File: src/rtl/event_trigger_scheduler_if.sv
// event_trigger_scheduler_if
// Bundles the event inputs and the trigger and status outputs of
// event_trigger_scheduler. The clock and reset are not part of the bundle.
//   master : drives src_event, src_enable and clear; observes the outputs
//   slave  : the scheduler side
// Signals:
//   src_event  [N_SRC]        one-cycle event pulses, one bit per source
//   src_enable [N_SRC]        per-source enable (static)
//   clear                     one-cycle pulse that clears pending and overflow counts
//   trig_out   [32]           one-hot, one-cycle trigger word
//   pending    [N_SRC]        current pending bits
//   busy                      scheduler not idle
//   last_grant [5]            index of the most recently granted source
//   ovf_count  [N_SRC*OVF_W]  per-source saturating overflow counters
interface event_trigger_scheduler_if #(
  parameter int N_SRC = 4,
  parameter int OVF_W = 8
) ();
  logic [N_SRC-1:0]       src_event;
  logic [N_SRC-1:0]       src_enable;
  logic                   clear;
  logic [31:0]            trig_out;
  logic [N_SRC-1:0]       pending;
  logic                   busy;
  logic [4:0]             last_grant;
  logic [N_SRC*OVF_W-1:0] ovf_count;

  modport master (
    output src_event, src_enable, clear,
    input  trig_out, pending, busy, last_grant, ovf_count
  );

  modport slave (
    input  src_event, src_enable, clear,
    output trig_out, pending, busy, last_grant, ovf_count
  );
endinterface

File: src/rtl/event_trigger_scheduler.sv
// event_trigger_scheduler
// Latches single-cycle event pulses from N_SRC sources as pending bits and
// serialises them onto one trigger word. Grants are round-robin, starting
// after the last granted index. Every emitted trigger is followed by HOLD
// idle cycles. Per-source saturating counters record events that arrive
// while that source is already pending.
// Ports:
//   sys_clk  sole clock, rising edge
//   reset_n  asynchronous active-low reset, released synchronously upstream
//   bus      event_trigger_scheduler_if.slave (events, enables, clear, status)
module event_trigger_scheduler #(
  parameter int N_SRC = 4,
  parameter int HOLD  = 4,
  parameter int OVF_W = 8
) (
  input  logic                      sys_clk,
  input  logic                      reset_n,
  event_trigger_scheduler_if.slave  bus
);

  typedef enum logic [1:0] {IDLE, ISSUE, HOLDOFF} state_t;

  localparam logic [4:0] LAST_IDX = 5'(N_SRC - 1);

  state_t               state_reg, state_next;
  logic [7:0]           hold_reg, hold_next;
  logic [31:0]          trig_reg, trig_next;
  logic                 busy_reg, busy_next;
  logic [4:0]           last_grant_reg, last_grant_next;
  logic [N_SRC-1:0]     pending_reg;
  logic [N_SRC-1:0]     req;
  logic                 any_req;
  logic                 grant_fire;
  logic [4:0]           grant_idx;
  logic [4:0]           base;
  logic [4:0]           rot_off;
  logic [5:0]           grant_sum;
  logic [2*N_SRC-1:0]   req_dbl;
  logic [N_SRC-1:0]     req_rot;

  // A source whose enable has dropped is never granted, even on the edge
  // where its pending bit is being cleared.
  assign req     = pending_reg & bus.src_enable;
  assign any_req = |req;

  // Round-robin search: rotate the request vector so the slot after
  // last_grant sits at bit 0, take the lowest set bit of the rotated vector,
  // then map the offset back to a source index modulo N_SRC.
  assign base    = (last_grant_reg >= LAST_IDX) ? 5'd0 : last_grant_reg + 5'd1;
  assign req_dbl = {req, req};
  assign req_rot = req_dbl[base +: N_SRC];

  always_comb begin
    rot_off = 5'd0;
    for (int k = N_SRC - 1; k >= 0; k--) begin
      if (req_rot[k]) rot_off = 5'(k);
    end
    grant_sum = {1'b0, base} + {1'b0, rot_off};
    if (grant_sum >= 6'(N_SRC)) grant_idx = 5'(grant_sum - 6'(N_SRC));
    else                        grant_idx = grant_sum[4:0];
  end

  // State register
  always_ff @(posedge sys_clk or negedge reset_n) begin
    if (!reset_n) begin
      state_reg <= IDLE;
      hold_reg  <= 8'd0;
    end else begin
      state_reg <= state_next;
      hold_reg  <= hold_next;
    end
  end

  // Next-state logic. grant_fire marks the edge that enters ISSUE; the
  // trigger word, last_grant and the granted pending bit all update on it.
  always_comb begin
    state_next = state_reg;
    hold_next  = hold_reg;
    grant_fire = 1'b0;
    case (state_reg)
      IDLE: begin
        if (any_req) begin
          state_next = ISSUE;
          grant_fire = 1'b1;
        end
      end
      ISSUE: begin
        state_next = HOLDOFF;
        hold_next  = 8'(HOLD);
      end
      HOLDOFF: begin
        if (hold_reg == 8'd1) begin
          if (any_req) begin
            state_next = ISSUE;
            grant_fire = 1'b1;
          end else begin
            state_next = IDLE;
          end
        end else begin
          hold_next = hold_reg - 8'd1;
        end
      end
      default: state_next = IDLE;
    endcase
  end

  // Output logic, registered below so trig_out is high exactly while in ISSUE.
  always_comb begin
    trig_next       = grant_fire ? (32'd1 << grant_idx) : 32'd0;
    busy_next       = (state_next != IDLE);
    last_grant_next = grant_fire ? grant_idx : last_grant_reg;
  end

  always_ff @(posedge sys_clk or negedge reset_n) begin
    if (!reset_n) begin
      trig_reg       <= 32'd0;
      busy_reg       <= 1'b0;
      last_grant_reg <= LAST_IDX;
    end else begin
      trig_reg       <= trig_next;
      busy_reg       <= busy_next;
      last_grant_reg <= last_grant_next;
    end
  end

  // Per-source pending bit and overflow counter.
  for (genvar gi = 0; gi < N_SRC; gi++) begin : g_src
    logic             granted;
    logic             pending_bit_reg, pending_bit_next;
    logic [OVF_W-1:0] ovf_reg, ovf_next;

    assign granted = grant_fire && (grant_idx == 5'(gi));

    // clear beats everything; a new event beats the grant so an event on
    // the granted edge keeps the source pending without counting overflow.
    always_comb begin
      pending_bit_next = pending_bit_reg;
      ovf_next         = ovf_reg;
      if (bus.clear) begin
        pending_bit_next = 1'b0;
        ovf_next         = '0;
      end else if (!bus.src_enable[gi]) begin
        pending_bit_next = 1'b0;
      end else if (bus.src_event[gi]) begin
        pending_bit_next = 1'b1;
        if (pending_bit_reg && !granted && (ovf_reg != '1))
          ovf_next = ovf_reg + OVF_W'(1);
      end else if (granted) begin
        pending_bit_next = 1'b0;
      end
    end

    always_ff @(posedge sys_clk or negedge reset_n) begin
      if (!reset_n) begin
        pending_bit_reg <= 1'b0;
        ovf_reg         <= '0;
      end else begin
        pending_bit_reg <= pending_bit_next;
        ovf_reg         <= ovf_next;
      end
    end

    assign pending_reg[gi]                  = pending_bit_reg;
    assign bus.ovf_count[gi*OVF_W +: OVF_W] = ovf_reg;
  end

  assign bus.trig_out   = trig_reg;
  assign bus.pending    = pending_reg;
  assign bus.busy       = busy_reg;
  assign bus.last_grant = last_grant_reg;

endmodule
File: src/flat_wrapper.sv
// flat-port wrapper written by rule: the top's interface ports become plain ports
module event_trigger_scheduler_flat 
#(
  parameter int N_SRC = 4,
  parameter int HOLD  = 4,
  parameter int OVF_W = 8
)
  (sys_clk, reset_n, bus_src_event, bus_src_enable, bus_clear, bus_trig_out, bus_pending, bus_busy, bus_last_grant, bus_ovf_count);
  event_trigger_scheduler_if #(.N_SRC(N_SRC), .OVF_W(OVF_W)) bus_i ();
  input  logic sys_clk;
  input  logic reset_n;
  input wire logic [$bits(bus_i.src_event)-1:0] bus_src_event;
  input wire logic [$bits(bus_i.src_enable)-1:0] bus_src_enable;
  input wire logic [$bits(bus_i.clear)-1:0] bus_clear;
  output wire logic [$bits(bus_i.trig_out)-1:0] bus_trig_out;
  output wire logic [$bits(bus_i.pending)-1:0] bus_pending;
  output wire logic [$bits(bus_i.busy)-1:0] bus_busy;
  output wire logic [$bits(bus_i.last_grant)-1:0] bus_last_grant;
  output wire logic [$bits(bus_i.ovf_count)-1:0] bus_ovf_count;
  assign bus_i.src_event = bus_src_event;
  assign bus_i.src_enable = bus_src_enable;
  assign bus_i.clear = bus_clear;
  assign bus_trig_out = bus_i.trig_out;
  assign bus_pending = bus_i.pending;
  assign bus_busy = bus_i.busy;
  assign bus_last_grant = bus_i.last_grant;
  assign bus_ovf_count = bus_i.ovf_count;
  event_trigger_scheduler #(.N_SRC(N_SRC), .HOLD(HOLD), .OVF_W(OVF_W)) u_core (.sys_clk(sys_clk), .reset_n(reset_n), .bus(bus_i));
endmodule
File: config.mk
export PLATFORM = sky130hd
export DESIGN_NAME = event_trigger_scheduler_flat
export DESIGN_NICKNAME = d
export VERILOG_FILES = /design/src/rtl/event_trigger_scheduler_if.sv /design/src/rtl/event_trigger_scheduler.sv /design/src/flat_wrapper.sv
export SDC_FILE = /design/constraint.sdc
export NUM_CORES = 1
export LEC_CHECK = 0
export ABC_AREA = 1
export ABC_CLOCK_PERIOD_IN_PS = 3300
export BUFFER_PORTS_ARGS = -buffer_cell sky130_fd_sc_hd__buf_2
export CORE_UTILIZATION = 35
export DETAILED_ROUTE_END_ITERATION = 10
export PLACE_DENSITY_LB_ADDON = 0.1
export RECOVER_POWER = 100
export SLEW_MARGIN = 20
export SYNTH_ARGS = -nofsm -noshare
export SYNTH_HDL_FRONTEND = slang
export SYNTH_SLANG_ARGS = --single-unit
File: constraint.sdc
create_clock -name sys_clk -period 3.3 [get_ports sys_clk]
set_input_delay 0.33 -clock sys_clk [delete_from_list [all_inputs] [get_ports sys_clk]]
set_output_delay 0.33 -clock sys_clk [all_outputs]
set_load 0.01 [all_outputs]
==> flow_metrics.tcl, run 1 <==
set metrics [dict create \
    outcome "finished with violations" \
    violations "capacitance limit, slew limit, setup timing" \
    wirelength_mm 10.4 \
    ys_warn_count 0 \
    power_switching_mw 1.80 \
    hold_path_class "in -> reg" \
    layout_min_cycle_time_ns 3.38 \
    port_buffers 84 \
    p_int_mw 2.63 \
    hold_viol 0 \
    insertion_delay_ns 0.34 \
    clockPowerShare 0.236 \
    max_clock_freq_mhz 296 \
    grt_use_met3 0.0536 \
    yosysTopAreaCellShare 0.476 \
    cts-hold-fix-buffers 0 \
    clockBufferDepth 2 \
    setup_slack_ns -0.0822 \
    die_area_sq_mm 0.0128 \
    maxSlewHeadroom -0.381 \
    rsz0062_at_grt "true" \
    drive_above_1_share 0.215 \
    drtAntennaViolNets 0 \
    synth_area_leaders "dfrtp_1 48%, nand2_1 10%, nand3_1 5.2%, nor2_1 5.0%, xor2_1 3.9%" \
    worstSetupEndpointType "register" \
    finalClockSkew_ns 0.00338 \
    synthSimpleGateAreaFrac 0.323 \
    vias 3712 \
    multi_input_area_sq_mm 0.00228 \
    wire_per_inst_microns 13.5 \
    power_density_mw_per_mm2 800 \
    grt_max_degree 85 \
    ys_seq_area_frac 0.488 \
    final-seq-area_sq_mm 0.00210 \
    nets 636 \
    p_leak_nw 2.67 \
    synth_cell_types 39 \
    final_cell_mix "104 x nand2_1, 82 x dfrtp_1, 70 x clkbuf_1, 53 x nor2_1, 37 x nand3_1" \
    dr.pass1.iters 4 \
    fp-row-count 40 \
    syn2layout_area_growth_pct 28.4 \
    grt_pass1_vias 3417 \
    fp.coreArea_sq_mm 0.0120 \
    total_power_mw 4.43 \
    start_kind "register" \
    synth_top_family_by_area "simple AND/OR/NAND/NOR gates" \
    synth_fa_ha_area_frac 0.0337 \
    path_class "reg -> reg" \
    hpwl_mm 6.99 \
    final_util 0.461 \
    p_sw_frac 0.406 \
    finalSetupTns_ns -1.18 \
    combPwrFrac 0.477 \
    period_share 1.02 \
    cts.sinks 84 \
    overflow 0 \
    initial_core_util 0.359 \
    path_clk_slew_ns 0.06 \
    grt_antenna_before_repair 0 \
    synth-xor-area-share 0.0447 \
    drt-initial-drc-count 211 \
    via_per_inst 4.85 \
    drc 0 \
    stdcell_count 765 \
    crit_fanout 7 \
    num_io_pins 85 \
    peakVddDrop_mv 0.390 \
    synth_area_sq_mm 0.00431 \
    layout_commonest_cell "nand2_1" \
    syn-instance-count 496 \
    cts_tree "yes" \
    routabilityCongestion 0.790 \
    fillers 1193 \
    die_w_microns 113 \
    syn_avg_cell_area_sq_um 8.69 \
    worst_ep_required_time_ns 3.53 \
    synth-seq-cells 84 \
    n_antenna_cell 0 \
    power_frac_seq 0.287 \
    maxCapViolCount 1 \
    critPathMaxStageDelay_ns 0.63 \
    tightest_slew_ns 2.07 \
    cpMaxStageDelayCell "fa_2" \
    met2_usage 0.264 \
    numCtsBuffers 9 \
    grt_busiest_layer "met2" \
    met1_usage 0.213 \
    root_buffer "clkbuf_16" \
    hold_ws_ns 0.226 \
    grtUsageTotal 0.164 \
    finalSetupViolCount 31 \
    muxShareOfSynthArea 0.00232 \
    placed_cells 740 \
    htreeDepth 3 \
    crit_path_cell_trace "ha_4 -> nor2_4 -> nand4_1 -> buf_6 -> nand2_1 -> o211ai_1 -> o21ai_1 -> a21boi_2 -> ha_2 -> fa_2 -> nor2_4 -> nand2_4 -> nand2_8 -> nand2_8 -> nand2_2 -> nor2_4 -> nand2_4 -> nand3_4 -> nand2_4 -> nand2_1 -> nand2_1" \
    grt_pass1_wl_mm 16.5 \
    synth_compound_area_frac 0.0508 \
    synth_area_leader_cell "dfrtp_1" \
    critPathArrivalTime_ns 3.61 \
    slew_viol_final 85 \
    fp.dieH_microns 113 \
]
path summary, 6_finish.rpt:
check                                                     startpoint                                     endpoint  slack, ns  cells after the start
worst max-delay path            u_core.bus.last_grant[1]$_DFFE_PN1P_       u_core.g_src[3].ovf_reg[5]$_DFFE_PN0P_      -0.08                     21
worst min-delay path                                bus_src_event[0]  u_core.g_src[0].pending_bit_reg$_DFFE_PN0P_       0.23                      3
worst max register to register  u_core.bus.last_grant[1]$_DFFE_PN1P_       u_core.g_src[3].ovf_reg[5]$_DFFE_PN0P_      -0.08                     21
worst min register to register        u_core.hold_reg[7]$_DFFE_PN0P_               u_core.hold_reg[7]$_DFFE_PN0P_       0.49                      1
max in group asynchronous                                    reset_n       u_core.g_src[2].ovf_reg[6]$_DFFE_PN0P_       1.50                      1
min in group asynchronous                                    reset_n            u_core.bus.trig_out[13]$_DFF_PN0_       0.59                      1
critical path: cells and delay by family, from the launching register on:
kind            cells  cell delay, ns
compound gates      3            0.34
fa+ha+maj           3            0.96
buf+inv             1            0.15
flops               1            0.56
simple gates       14            1.25
what timing repair did:
action | 4_1_cts | 5_1_grt
setup buffers | 0 | 5
endpoints found under the setup margin | 32 | 48
pin swaps | 0 | 23
cloned | 0 | 5
resized for setup | 7 | 52
final cells by class:
type                       count  share of cell area
inverter                      41              0.0287
clock inverter                 6              0.0145
timing repair buffer         106              0.0907
clock buffer                   9              0.0407
tap                          147              0.0332
multi-input combinational    372               0.412
sequential                    84               0.380
power by group through the flow:
stage | sequential, mW | combinational [mW] | clock [mW]
after floorplan | 1.29 | 1.18 | 0
after global placement | 1.27 | 1.80 | 0
after detailed placement | 1.28 | 1.82 | 0
after CTS | 1.26 | 1.89 | 1.08
after global routing | 1.28 | 2.34 | 1.12
final | 1.27 | 2.11 | 1.05
synthesized netlist by cell type (all sizes together):
cell / count
nand2: 138
dfrtp: 82
nor2: 66
nand3: 50
inv: 41
xor2: 19
nand4: 17
o21ai: 17
ha: 10
buf: 9
nor3: 9
clkbuf: 6
o211ai: 5
a21oi: 4
o22ai: 4
xnor2: 3
a31oi: 2
conb: 2
dfstp: 2
nor3b: 2
nor4: 2
a21boi: 1
a41oi: 1
and3: 1
fa: 1
mux2i: 1
nand3b: 1
per-stage QoR:
step	setup WS, ns	area [sq um]
finish	-0.0822	5530
floorplan	0.0356	4350
detailed placement	-0.107	5000
global placement	0.0242	5000
CTS	-0.00142	5330
global route	-0.308	5530
layer usage:
| layer | vias to the layer above | routed length, microns |
|---|---|---|
| li1 | 1840 | - |
| met1 | 1769 | 4830 |
| met2 | 93 | 4870 |
| met3 | 10 | 527 |
| met4 | 0 | 140 |
| met5 | - | 0 |
logic make-up (layout without fill, tap and decap cells):
family,Yosys count,count (layout)
AO/OA/AOI/OAI,34,34
XOR/XNOR,22,22
adder cells (fa/ha/maj),11,11
buffers and inverters,56,162
flip-flops,84,84
multiplexers,1,1
other,2,14
AND/OR/NAND/NOR,286,290
Note: power is estimated with default switching activity, not from simulation.
==> run 2: changes to the inputs <==
--- a/config.mk
+++ b/config.mk
@@ -8,11 +8,13 @@
 export ABC_AREA = 1
 export ABC_CLOCK_PERIOD_IN_PS = 3300
 export BUFFER_PORTS_ARGS = -buffer_cell sky130_fd_sc_hd__buf_2
-export CORE_UTILIZATION = 35
+export CELL_PAD_IN_SITES_DETAIL_PLACEMENT = 2
+export CELL_PAD_IN_SITES_GLOBAL_PLACEMENT = 2
+export CORE_UTILIZATION = 30
 export DETAILED_ROUTE_END_ITERATION = 10
 export PLACE_DENSITY_LB_ADDON = 0.1
 export RECOVER_POWER = 100
-export SLEW_MARGIN = 20
+export SLEW_MARGIN = 25
 export SYNTH_ARGS = -nofsm -noshare
 export SYNTH_HDL_FRONTEND = slang
 export SYNTH_SLANG_ARGS = --single-unit
==> flow_metrics.tcl, run 2 (same netlist as run 1, synthesis figures left out) <==
set metrics [dict create \
    p_int_mw 3.10 \
    max_clock_freq_mhz 293 \
    critical-path-top-delay-family "simple AND/OR/NAND/NOR gates" \
    path_clk_slew_ns 0.06 \
    worstRegToRegCells 22 \
    syn2layout_area_growth_pct 38.2 \
    via_per_inst 4.84 \
    power_density_mw_per_mm2 907 \
    critPathMaxStageDelay_ns 0.62 \
    start_kind "register" \
    fin_area_sq_mm 0.00595 \
    fp.coreArea_sq_mm 0.0139 \
    placed_cells 781 \
    worst_ep_required_time_ns 3.54 \
    initial_core_util 0.309 \
    clockPowerShare 0.205 \
    hpwl_mm 9.14 \
    numCtsBuffers 9 \
    htreeDepth 3 \
    setup_slack_ns -0.115 \
    drive_above_1_share 0.336 \
    outcome "finished with violations" \
    n_antenna_cell 0 \
    grtUsageTotal 0.192 \
    drt-initial-drc-count 113 \
    finalSetupViolCount 35 \
    slew_viol_final 39 \
    vias 3956 \
    num_io_pins 85 \
    grt_antenna_before_repair 0 \
    hold_viol 0 \
    worstSetupEndpointType "register" \
    r2r_start "u_core.bus.last_grant[0]$_DFFE_PN1P_" \
    grt_pass1_vias 4271 \
    overflow 0 \
    maxCapViolCount 1 \
    power_frac_seq 0.235 \
    cp-startpoint "u_core.bus.last_grant[0]$_DFFE_PN1P_" \
    fp-row-count 43 \
    r2r-end "u_core.g_src[2].ovf_reg[3]$_DFFE_PN0P_" \
    path_class "reg -> reg" \
    dr.pass1.iters 4 \
    wire_per_inst_microns 16.6 \
    combPwrFrac 0.560 \
    nets 654 \
    insertion_delay_ns 0.35 \
    crit_fanout 7 \
    p_leak_nw 2.94 \
    drtAntennaViolNets 0 \
    tightest_slew_ns 2.04 \
    die_w_microns 122 \
    worst-path-buf-inv 3 \
    wirelength_mm 13.6 \
    p_sw_frac 0.426 \
    crit_path_cell_trace "buf_6 -> nand2_2 -> nand4_1 -> buf_6 -> nand2_2 -> o211ai_1 -> nand2_1 -> buf_4 -> a21oi_2 -> nor2_1 -> fa_2 -> nor2_4 -> nand2_4 -> nand2_8 -> nand2_4 -> nand2_8 -> nor2_4 -> nand2_4 -> nand3_4 -> nand2_8 -> nand2_1 -> nand2_1" \
    cts_tree "yes" \
    clockBufferDepth 2 \
    root_buffer "clkbuf_16" \
    grt_max_degree 39 \
    port_buffers 84 \
    layout_commonest_cell "dfrtp_1" \
    dpl_cell_area_sq_mm 0.00510 \
    cpMaxStageDelayCell "fa_2" \
    fp.dieH_microns 122 \
    hold_path_class "in -> reg" \
    violations "capacitance limit, slew limit, setup timing" \
    rrSetupSlack_ns -0.11 \
    finalClockSkew_ns 0.00399 \
    critPathCapture "u_core.g_src[2].ovf_reg[3]$_DFFE_PN0P_" \
    period_share 1.03 \
    rsz0062_at_grt "true" \
    critPathArrivalTime_ns 3.65 \
    die_area_sq_mm 0.0148 \
    final_cell_mix "82 x dfrtp_1, 81 x nand2_1, 47 x nor2_1, 43 x clkbuf_1, 41 x buf_2" \
    grt_pass1_wl_mm 21.8 \
    power_switching_mw 2.30 \
    maxSlewHeadroom -0.363 \
    routabilityCongestion 0.772 \
    cts.sinks 84 \
    drc 0 \
    stdcell_count 817 \
    layout_min_cycle_time_ns 3.41 \
    peakVddDrop_mv 0.373 \
    crit_cells 22 \
]
[run 2: cell type report]
cell class | count | area (sq um)
Inverter | 41 | 161
Sequential cell | 84 | 2100
Tap cell | 180 | 225
Multi-Input combinational cell | 372 | 2440
Timing Repair Buffer | 124 | 692
Clock buffer | 10 | 239
Fill cell | 1573 | 7980
Clock inverter | 6 | 87.6
[run 2: stage by stage]
stage | utilization | hold slack (ns) | worst slack (ns) | power, mW | setup TNS [ns]
3_3_place_gp | 0.366 | 0.320 | -0.0883 | 3.30 | -1.08
3_5_place_dp | 0.366 | 0.327 | -0.233 | 3.38 | -6.83
4_1_cts | 0.409 | 0.214 | -0.112 | 4.96 | -2.95
2_1_floorplan | - | 0.0344 | 0.0356 | 2.48 | 0
6_report | 0.427 | 0.230 | -0.115 | 5.40 | -2.24
5_1_grt | 0.427 | 0.235 | -0.281 | 5.72 | -9.66
[run 2: what timing repair did]
action | CTS | global route
hold buffers | 1 | 0
pin swaps | 25 | 47
hold endpoints to repair | 34 | 0
setup endpoints to repair | 48 | 59
resized for setup | 43 | 68
setup buffers | 8 | 8
gates cloned | 5 | 0
[run 2: worst register-to-register path, stage by stage, from the launching register on]
cell,delay [ns]
dfstp_2,0.56
buf_6,0.12
nand2_2,0.05
nand4_1,0.15
buf_6,0.16
nand2_2,0.05
o211ai_1,0.09
nand2_1,0.13
buf_4,0.15
a21oi_2,0.11
nor2_1,0.08
fa_2,0.62
nor2_4,0.07
nand2_4,0.10
nand2_8,0.08
nand2_4,0.10
nand2_8,0.08
nor2_4,0.13
nand2_4,0.08
nand3_4,0.13
nand2_8,0.10
nand2_1,0.12
nand2_1,0.05
[run 2: how the worst min path moves through the flow]
stage	start	endpoint	cells past startpoint
detailed placement	reset_n	u_core.bus.trig_out[14]$_DFF_PN0_	1
global route	bus_src_event[2]	u_core.g_src[2].pending_bit_reg$_DFFE_PN0P_	3
floorplan	reset_n	u_core.bus.busy$_DFF_PN0_	0
CTS	bus_src_event[0]	u_core.g_src[0].pending_bit_reg$_DFFE_PN0P_	3
finish	bus_src_event[0]	u_core.g_src[0].pending_bit_reg$_DFFE_PN0P_	3
global placement	reset_n	u_core.bus.last_grant[2]$_DFFE_PN0P_	1
[run 2: power groups by stage]
stage | logic [mW] | clock network (mW) | registers (mW)
2_1_floorplan | 1.18 | 0 | 1.29
3_3_place_gp | 2.03 | 0 | 1.27
3_5_place_dp | 2.10 | 0 | 1.28
4_1_cts | 2.54 | 1.15 | 1.27
5_1_grt | 3.25 | 1.18 | 1.29
6_report | 3.02 | 1.11 | 1.27
[run 2: metal layers]
metal / vias up / share of wire / global-route usage
li1: 1872 / - / -
met1: 1989 / 0.44 / 0.237
met2: 74 / 0.51 / 0.330
met3: 21 / 0.037 / 0.0407
met4: 0 / 0.017 / 0.0648
met5: - / 0 / 0
